--- src/rtl/edge_event_capture.sv ---
// Multi-channel edge event capture.
// Each channel has an optional synchroniser, a debounce filter, mode-selected
// edge events, a single-cycle pulse, and sticky pending and overflow flags
// that are cleared by writing 1 to clr. irq is the OR of all pending flags.
module edge_event_capture #(
  parameter int WIDTH         = 8,
  parameter int SYNC_STAGES   = 2,
  parameter int FILTER_CYCLES = 4
) (
  input  logic                 clk,
  input  logic                 anrst,
  input  logic [WIDTH-1:0]     in,
  input  logic [2*WIDTH-1:0]   mode,
  input  logic [WIDTH-1:0]     clr,
  output logic [WIDTH-1:0]     filt,
  output logic [WIDTH-1:0]     pulse,
  output logic [WIDTH-1:0]     pending,
  output logic [WIDTH-1:0]     overflow,
  output logic                 irq
);

  localparam int            CW = $clog2(FILTER_CYCLES + 1);
  localparam logic [CW-1:0] FC = CW'(FILTER_CYCLES);

  logic [WIDTH-1:0] s;
  logic [WIDTH-1:0] filt_d;
  logic [WIDTH-1:0] ev;
  logic [CW-1:0]    cnt_q [WIDTH];
  logic [CW-1:0]    cnt_d [WIDTH];
  logic [CW-1:0]    cnt_inc;

  generate
    if (SYNC_STAGES == 0) begin : g_nosync
      assign s = in;
    end else begin : g_sync
      logic [WIDTH-1:0] sync_q [SYNC_STAGES];

      // Synchroniser shift chain; the last stage feeds the filter
      always_ff @(posedge clk or negedge anrst) begin
        if (!anrst) begin
          for (int unsigned i = 0; i < SYNC_STAGES; i++) sync_q[i] <= '0;
        end else begin
          sync_q[0] <= in;
          for (int unsigned i = 1; i < SYNC_STAGES; i++) sync_q[i] <= sync_q[i-1];
        end
      end

      assign s = sync_q[SYNC_STAGES-1];
    end
  endgenerate

  // Debounce counters and edge detection on the next filtered level
  always_comb begin
    filt_d  = filt;
    ev      = '0;
    cnt_inc = '0;
    for (int unsigned i = 0; i < WIDTH; i++) begin
      cnt_d[i] = '0;
      cnt_inc  = cnt_q[i] + 1'b1;
      if (s[i] != filt[i]) begin
        if (cnt_inc == FC) filt_d[i] = s[i];
        else               cnt_d[i]  = cnt_inc;
      end
      ev[i] = (mode[2*i]   &  filt_d[i] & ~filt[i]) |
              (mode[2*i+1] & ~filt_d[i] &  filt[i]);
    end
  end

  // Filter state, event strobe and sticky flags; events win over clr
  always_ff @(posedge clk or negedge anrst) begin
    if (!anrst) begin
      for (int unsigned i = 0; i < WIDTH; i++) cnt_q[i] <= '0;
      filt     <= '0;
      pulse    <= '0;
      pending  <= '0;
      overflow <= '0;
    end else begin
      for (int unsigned i = 0; i < WIDTH; i++) cnt_q[i] <= cnt_d[i];
      filt     <= filt_d;
      pulse    <= ev;
      pending  <= (pending & ~clr) | ev;
      overflow <= (overflow & ~clr) | (ev & pending & ~clr);
    end
  end

  assign irq = |pending;

endmodule

--- config.mk ---
export PLATFORM = sky130hd
export DESIGN_NAME = edge_event_capture
export DESIGN_NICKNAME = d
export VERILOG_FILES = /design/src/rtl/edge_event_capture.sv
export SDC_FILE = /design/constraint.sdc
export NUM_CORES = 1
export LEC_CHECK = 0
export BUFFER_PORTS_ARGS = -buffer_cell sky130_fd_sc_hd__buf_2
export CELL_PAD_IN_SITES_DETAIL_PLACEMENT = 1
export CELL_PAD_IN_SITES_GLOBAL_PLACEMENT = 2
export CORE_AREA = 3 3 71 122
export DETAILED_ROUTE_END_ITERATION = 6
export DIE_AREA = 0 0 74 125
export HOLD_SLACK_MARGIN = 0.12
export PLACE_DENSITY = 0.84
export SLEW_MARGIN = 20
export SYNTH_ARGS = -nofsm -noshare
export SYNTH_HDL_FRONTEND = slang
export SYNTH_SLANG_ARGS = --single-unit
--- constraint.sdc ---
create_clock -name clk -period 2.2 [get_ports clk]
set_input_delay 0.22 -clock clk [delete_from_list [all_inputs] [get_ports clk]]
set_output_delay 0.22 -clock clk [all_outputs]
set_load 0.02 [all_outputs]
==> impl_metrics.ini, run 1 <==
[synth]
synth-async-reset-ratio_pct = 100
synth_area_per_cell_um2 = 12.9
synth_nets = 277
yosysWarnings = 0
synthAdderAreaFrac_pct = 7.76
yosys.area.top_type = dfrtp_1
synth_edf_count = 0
synth_flop_cell = dfrtp_1
yosysSeqAreaShare_pct = 62.0
synth_area_leaders = dfrtp_1 (62%), ha_1 (7.8%), inv_1 (3.4%)
synth_top_area_share_pct = 62.0
synth-xor-area-share_pct = 4.74
synth_top_family_by_area = simple AND/OR/NAND/NOR gates
yosysUniqueCellTypes = 24
syn_area_um2 = 2900
synth_most_common_cell = dfrtp_1
ys_seq_elements = 72
synth_compound_area_share_pct = 5.43
synth_cells = 225
synthMuxAreaShare_pct = 3.88
synth_simple_gate_area_share_pct = 12.8
synthTopCellsByCount = dfrtp_1 (72), inv_1 (26), ha_1 (18)

[timing]
min_period_over_period_pct = 73.2
worst_pin_slew_ns = 0.906
finalClockSkew_ns = 0.00621
fmax_mhz = 621
slew_violations = 0
slew_headroom_pct = 39.6
hold_violations = 0
holdWs_ns = 0.280
rsz0062_at_grt = no
fin_crit_ns = 1.61
setup_viol = 0
finalSetupTns_ns = 0

[place]
gp_congestion = 0.739
dp.cells = 379
dp_hpwl_um = 4250
port_buffers = 66
placed_cell_area_um2 = 3350

[cells_and_area]
layout-drive-gt1-share_pct = 29.0
fin_cells = 412
fin_nets = 371
n_antenna_cell = 0
area_growth_pct = 32.2
nFillCells = 817
design_area_um2 = 3840

[global_route]
grt_pass1_wl_um = 10100
grt_pass1_vias = 2173
grt_use_total_pct = 14.2
antenna_found_initial = 0
grt_max_degree = 73
grt.overflow.total = 0

[power]
p_seq_share_pct = 42.3
comb_power_share_pct = 20.1
vdd_drop_max_uv = 588
pwr-share-clk_pct = 37.6
power_mw = 4.12
p_per_area_nw_per_um2 = 1070
power.leakage_nw = 1.98
p_int_mw = 2.96
p_switching_mw = 1.16
p_sw_share_pct = 28.1

[worst_setup_path]
r2r-start = cnt_q[9]
required_ns = 1.98
startpoint_type = flop
critPathArrivalTime_ns = 1.39
cp-end-kind = output pin
cp_slowest_cell = dfrtp_1
crit_chain = nor4_1, nand2_1, buf_2
critPathMaxStageDelay_ns = 0.42
ff2ff_path_depth = 4
path_class = reg -> out
cp_max_fo = 4
ff2ff_setup_slack_ns = 0.74
reg2reg_to = filt[4]

[floorplan]
placementRows = 42
start_util_pct = 37.6
chipHeight_um = 125
ios = 67
fp.dieW_um = 74
core_um2 = 7720
die-area_um2 = 9250

[route]
drtIter0Drc = 96
first_pass_iters = 4
totalWireLength_um = 5980
vias = 1972
drc = 0
drtAntennaViolNets = 0
via_per_inst = 4.79
wl_per_cell_um = 14.5

[flow_run]
max_cap_viol_count = 0

[min_path]
min_from = mode[14]
hold_path_depth = 4
hp-class = in -> reg
hold_end = pulse[7]

[clock_network]
cts_root_buf = clkbuf_16
cts_sinks = 72
clk_path_buf_depth = 2
postCtsSetupBuffers = 0
clk_latency_ns = 0.33
cts_tree = built
clk_pin_slew_worst_paths_ns = 0.06
numCtsBuffers = 9
cts-htree-levels = 3
cts_resized = 0
cts_hold_buf = 17

[status]
status = finished, final reports clean
critical path: cells and delay by family (launching register included):
family	cells	cell delay (ns)
buffers and inverters	1	0.18
DFF	1	0.42
and+or+nand+nor	2	0.47
power groups by stage:
| stage | sequential [mW] | clock [mW] | combinational, mW |
|---|---|---|---|
| final | 1.74 | 1.55 | 0.828 |
| after global routing | 1.78 | 1.65 | 0.942 |
| after CTS | 1.75 | 1.59 | 0.854 |
| after detailed placement | 1.77 | 0 | 0.820 |
| after global placement | 1.75 | 0 | 0.791 |
| after floorplan | 1.80 | 0 | 0.495 |
cells by family (layout without fill, tap and decap cells):
logic type,Yosys count,in the layout
mux,8,8
fa+ha+maj,18,18
xor+xnor,14,14
flops,72,72
compound gates,24,24
simple gates,63,63
buf+inv,26,125
worst max-delay path by stage:
| stage | from | endpoint | slack (ns) | depth (start not counted) |
|---|---|---|---|---|
| 2_1_floorplan | cnt_q[15] | filt[2] | 0.86 | 4 |
| 3_3_place_gp | cnt_q[6] | filt[5] | 0.82 | 4 |
| 3_5_place_dp | cnt_q[15] | filt[2] | 0.75 | 4 |
| 4_1_cts | pending[2] | irq | 0.57 | 3 |
| 5_1_grt | pending[2] | irq | 0.51 | 3 |
| 6_report | pending[2] | irq | 0.59 | 3 |
cell type report:
type	count	area (um2)	area share [%]
multi-input combinational	127	1000	26.2
sequential	72	1800	46.9
tap	88	110	2.87
inverter	26	97.6	2.54
clock buffer	10	239	6.23
timing repair buffer	83	503	13.1
clock inverter	6	82.6	2.15
per-layer routing:
layer	global-route usage [%]	wire length, um	vias up
li1	-	-	940
met1	16.2	2400	971
met2	23.8	3160	54
met3	4.18	324	7
met4	6.40	95	0
met5	0	0	-
layout by cell type (no fill, tap or decap):
cell,n
nor3b_1,2
nand2b_1,2
xnor2_1,7
mux2_4,6
nand2_1,13
dfrtp_1,72
clkbuf_8,1
o21a_1,6
clkinvlp_4,1
bufinv_16,2
nor2_1,11
mux2_2,2
nand4b_1,6
xor2_2,2
buf_2,65
and3b_1,8
nand3b_1,6
and2_1,2
nand2_2,2
nor3_1,6
xor2_1,5
clkbuf_16,9
dlygate4sd3_1,17
clkinv_2,3
ha_1,18
o22ai_1,14
o21ai_0,2
inv_1,26
nor4_1,2
buf_4,1
a211oi_1,2
nor2b_1,3
state kept, by name, indices dropped and copies added (netlist names):
name,flops
s,8
filt,8
pulse,8
pending,8
g_sync.sync_q,8
overflow,8
cnt_q,24
per-stage QoR:
stage | util, % | worst slack, ns
6_report | 49.7 | 0.589
4_1_cts | 49.7 | 0.572
3_5_place_dp | 43.3 | 0.745
2_1_floorplan | - | 0.861
5_1_grt | 49.7 | 0.514
3_3_place_gp | 43.3 | 0.823
Note: power is estimated with default switching activity, not from simulation.
==> inputs of run 2 (changes only) <==
--- a/config.mk
+++ b/config.mk
@@ -8,11 +8,11 @@
 export BUFFER_PORTS_ARGS = -buffer_cell sky130_fd_sc_hd__buf_2
 export CELL_PAD_IN_SITES_DETAIL_PLACEMENT = 1
 export CELL_PAD_IN_SITES_GLOBAL_PLACEMENT = 2
-export CORE_AREA = 3 3 71 122
+export CORE_AREA = 3 3 77 133
 export DETAILED_ROUTE_END_ITERATION = 6
-export DIE_AREA = 0 0 74 125
+export DIE_AREA = 0 0 80 136
 export HOLD_SLACK_MARGIN = 0.12
-export PLACE_DENSITY = 0.84
+export PLACE_DENSITY = 0.75
 export SLEW_MARGIN = 20
 export SYNTH_ARGS = -nofsm -noshare
 export SYNTH_HDL_FRONTEND = slang
==> constraint.sdc (replaced) <==
create_clock -name clk -period 1.3 [get_ports clk]
set_input_delay 0.13 -clock clk [delete_from_list [all_inputs] [get_ports clk]]
set_output_delay 0.13 -clock clk [all_outputs]
set_load 0.02 [all_outputs]
==> run 2 against run 1 <==
Against the previous run:
- the flow now finishes with violations (setup timing)
- count of clock-buffer cells in the layout increased by 3
- worst hold slack lost 0.097 ns
- flip-flop and latch count did not move
- non-clock buffer count grew 33
- global-route usage shrank 1.2 points
- critical path type unchanged
- highest routed layer unchanged
==> impl_metrics.ini, run 2 (synthesis results as in run 1) <==
[status]
status = finished with violations
violations = setup timing

[timing]
hold_violations = 0
rsz0062_at_grt = yes
slew_headroom_pct = 75.6
setup_viol = 1
timing.final.ws_setup_ns = -0.132
worst_pin_slew_ns = 0.366
fmax_mhz = 698
min_period_over_period_pct = 110
finalSetupTns_ns = -0.132
holdWs_ns = 0.183
fin_crit_ns = 1.43
finalClockSkew_ns = 0.00386
slew_violations = 0

[clock_network]
clk_pin_slew_worst_paths_ns = 0.05
cts_sinks = 72
clk_latency_ns = 0.33
clk_path_buf_depth = 2
numCtsBuffers = 9
cts-htree-levels = 3
cts_tree = built
cts_root_buf = clkbuf_16

[route]
wl_per_cell_um = 13.4
drtAntennaViolNets = 0
vias = 2097
via_per_inst = 4.40
drc = 0
drtIter0Drc = 27
totalWireLength_um = 6410
first_pass_iters = 2

[floorplan]
start_util_pct = 31.5
ios = 67
die-area_um2 = 10900
placementRows = 46
chipHeight_um = 136
fp.dieW_um = 80
core_um2 = 9210

[cells_and_area]
largest_reg_flops = 24
layout-drive-gt1-share_pct = 40.9
fin_nets = 404
largest-register = cnt_q
area_growth_pct = 44.2
n_antenna_cell = 0
final_common_cell = dfrtp_1
design_area_um2 = 4190
final_cell_mix = dfrtp_1 (71), buf_2 (64), buf_4 (33)
fin_cells = 477
nFillCells = 1029

[worst_setup_path]
required_ns = 1.17
cp_max_fo = 2
cp-end-kind = output pin
critPathArrivalTime_ns = 1.30
startpoint_type = flop
path_class = reg -> out
ff2ff_path_depth = 4

[power]
vdd_drop_max_uv = 841
power_mw = 7.15
power.leakage_nw = 2.13
p_per_area_nw_per_um2 = 1710

[place]
dp.cells = 436
port_buffers = 66
placed_cell_area_um2 = 3620
dp_hpwl_um = 4780
gp_congestion = 0.727

[global_route]
antenna_found_initial = 0
grt_pass1_vias = 2315
grt_use_total_pct = 13.1
grt.overflow.total = 0
grt_pass1_wl_um = 10700
grt_max_degree = 27

[flow_run]
max_cap_viol_count = 0

[min_path]
hp-class = in -> reg
hold_path_depth = 4
==> run 2: layout make-up <==
cell class,instances,area [um2],share of cell area (%)
clock inverter,3,15.0,0.358
timing repair buffer,116,769,18.4
inverter,26,97.6,2.33
clock buffer,13,270,6.45
tap,120,150,3.58
multi-input combinational,127,1080,25.9
sequential,72,1800,43.0
==> run 2: final timing paths <==
path	startpoint	endpoint	slack, ns
max	pending[3]	irq	-0.13
min	mode[13]	pulse[6]	0.18
max reg2reg	cnt_q[16]	filt[2]	0.02
min in group asynchronous	anrst	g_sync.sync_q[13]	0.25
max in group asynchronous	anrst	pulse[2]	0.53
min reg2reg	g_sync.sync_q[9]	s[1]	0.35
==> run 2: critical path: stages (launching register included) <==
cell and delay (ns):
dfrtp_1 0.40, nor4_2 0.24, buf_4 0.15, nand2_2 0.05
buf_6 0.13
==> run 2: what timing repair did <==
| item | in CTS | in global routing |
|---|---|---|
| cloned | 0 | 0 |
| endpoints found under the setup margin | 7 | 19 |
| setup buffers | 3 | 5 |
| hold buffers | 17 | 0 |
| resized for setup | 10 | 8 |
| hold endpoints to repair | 96 | 0 |
| pin swaps | 9 | 10 |
==> run 2: stage by stage <==
step,worst slack (ns),utilization [%]
floorplan,-0.0211,-
global placement,0.00729,39.3
detailed placement,-0.0476,39.3
CTS,-0.177,44.8
global route,-0.186,45.5
finish,-0.132,45.5
==> run 2: per-layer routing <==
metal	share of wire, %	GRT usage (%)	routed length (um)
met5	0	0	0
met4	2.2	6.20	140
met3	4.9	3.98	312
met2	54	23.1	3440
met1	39	13.8	2510
==> run 2: report_power, final <==
group	internal [mW]	switching [mW]	leakage [nW]
Clock	1.44	0.875	0.145
Combinational	1.02	0.874	1.04
Sequential	2.63	0.311	0.940
Total	5.09	2.06	2.13
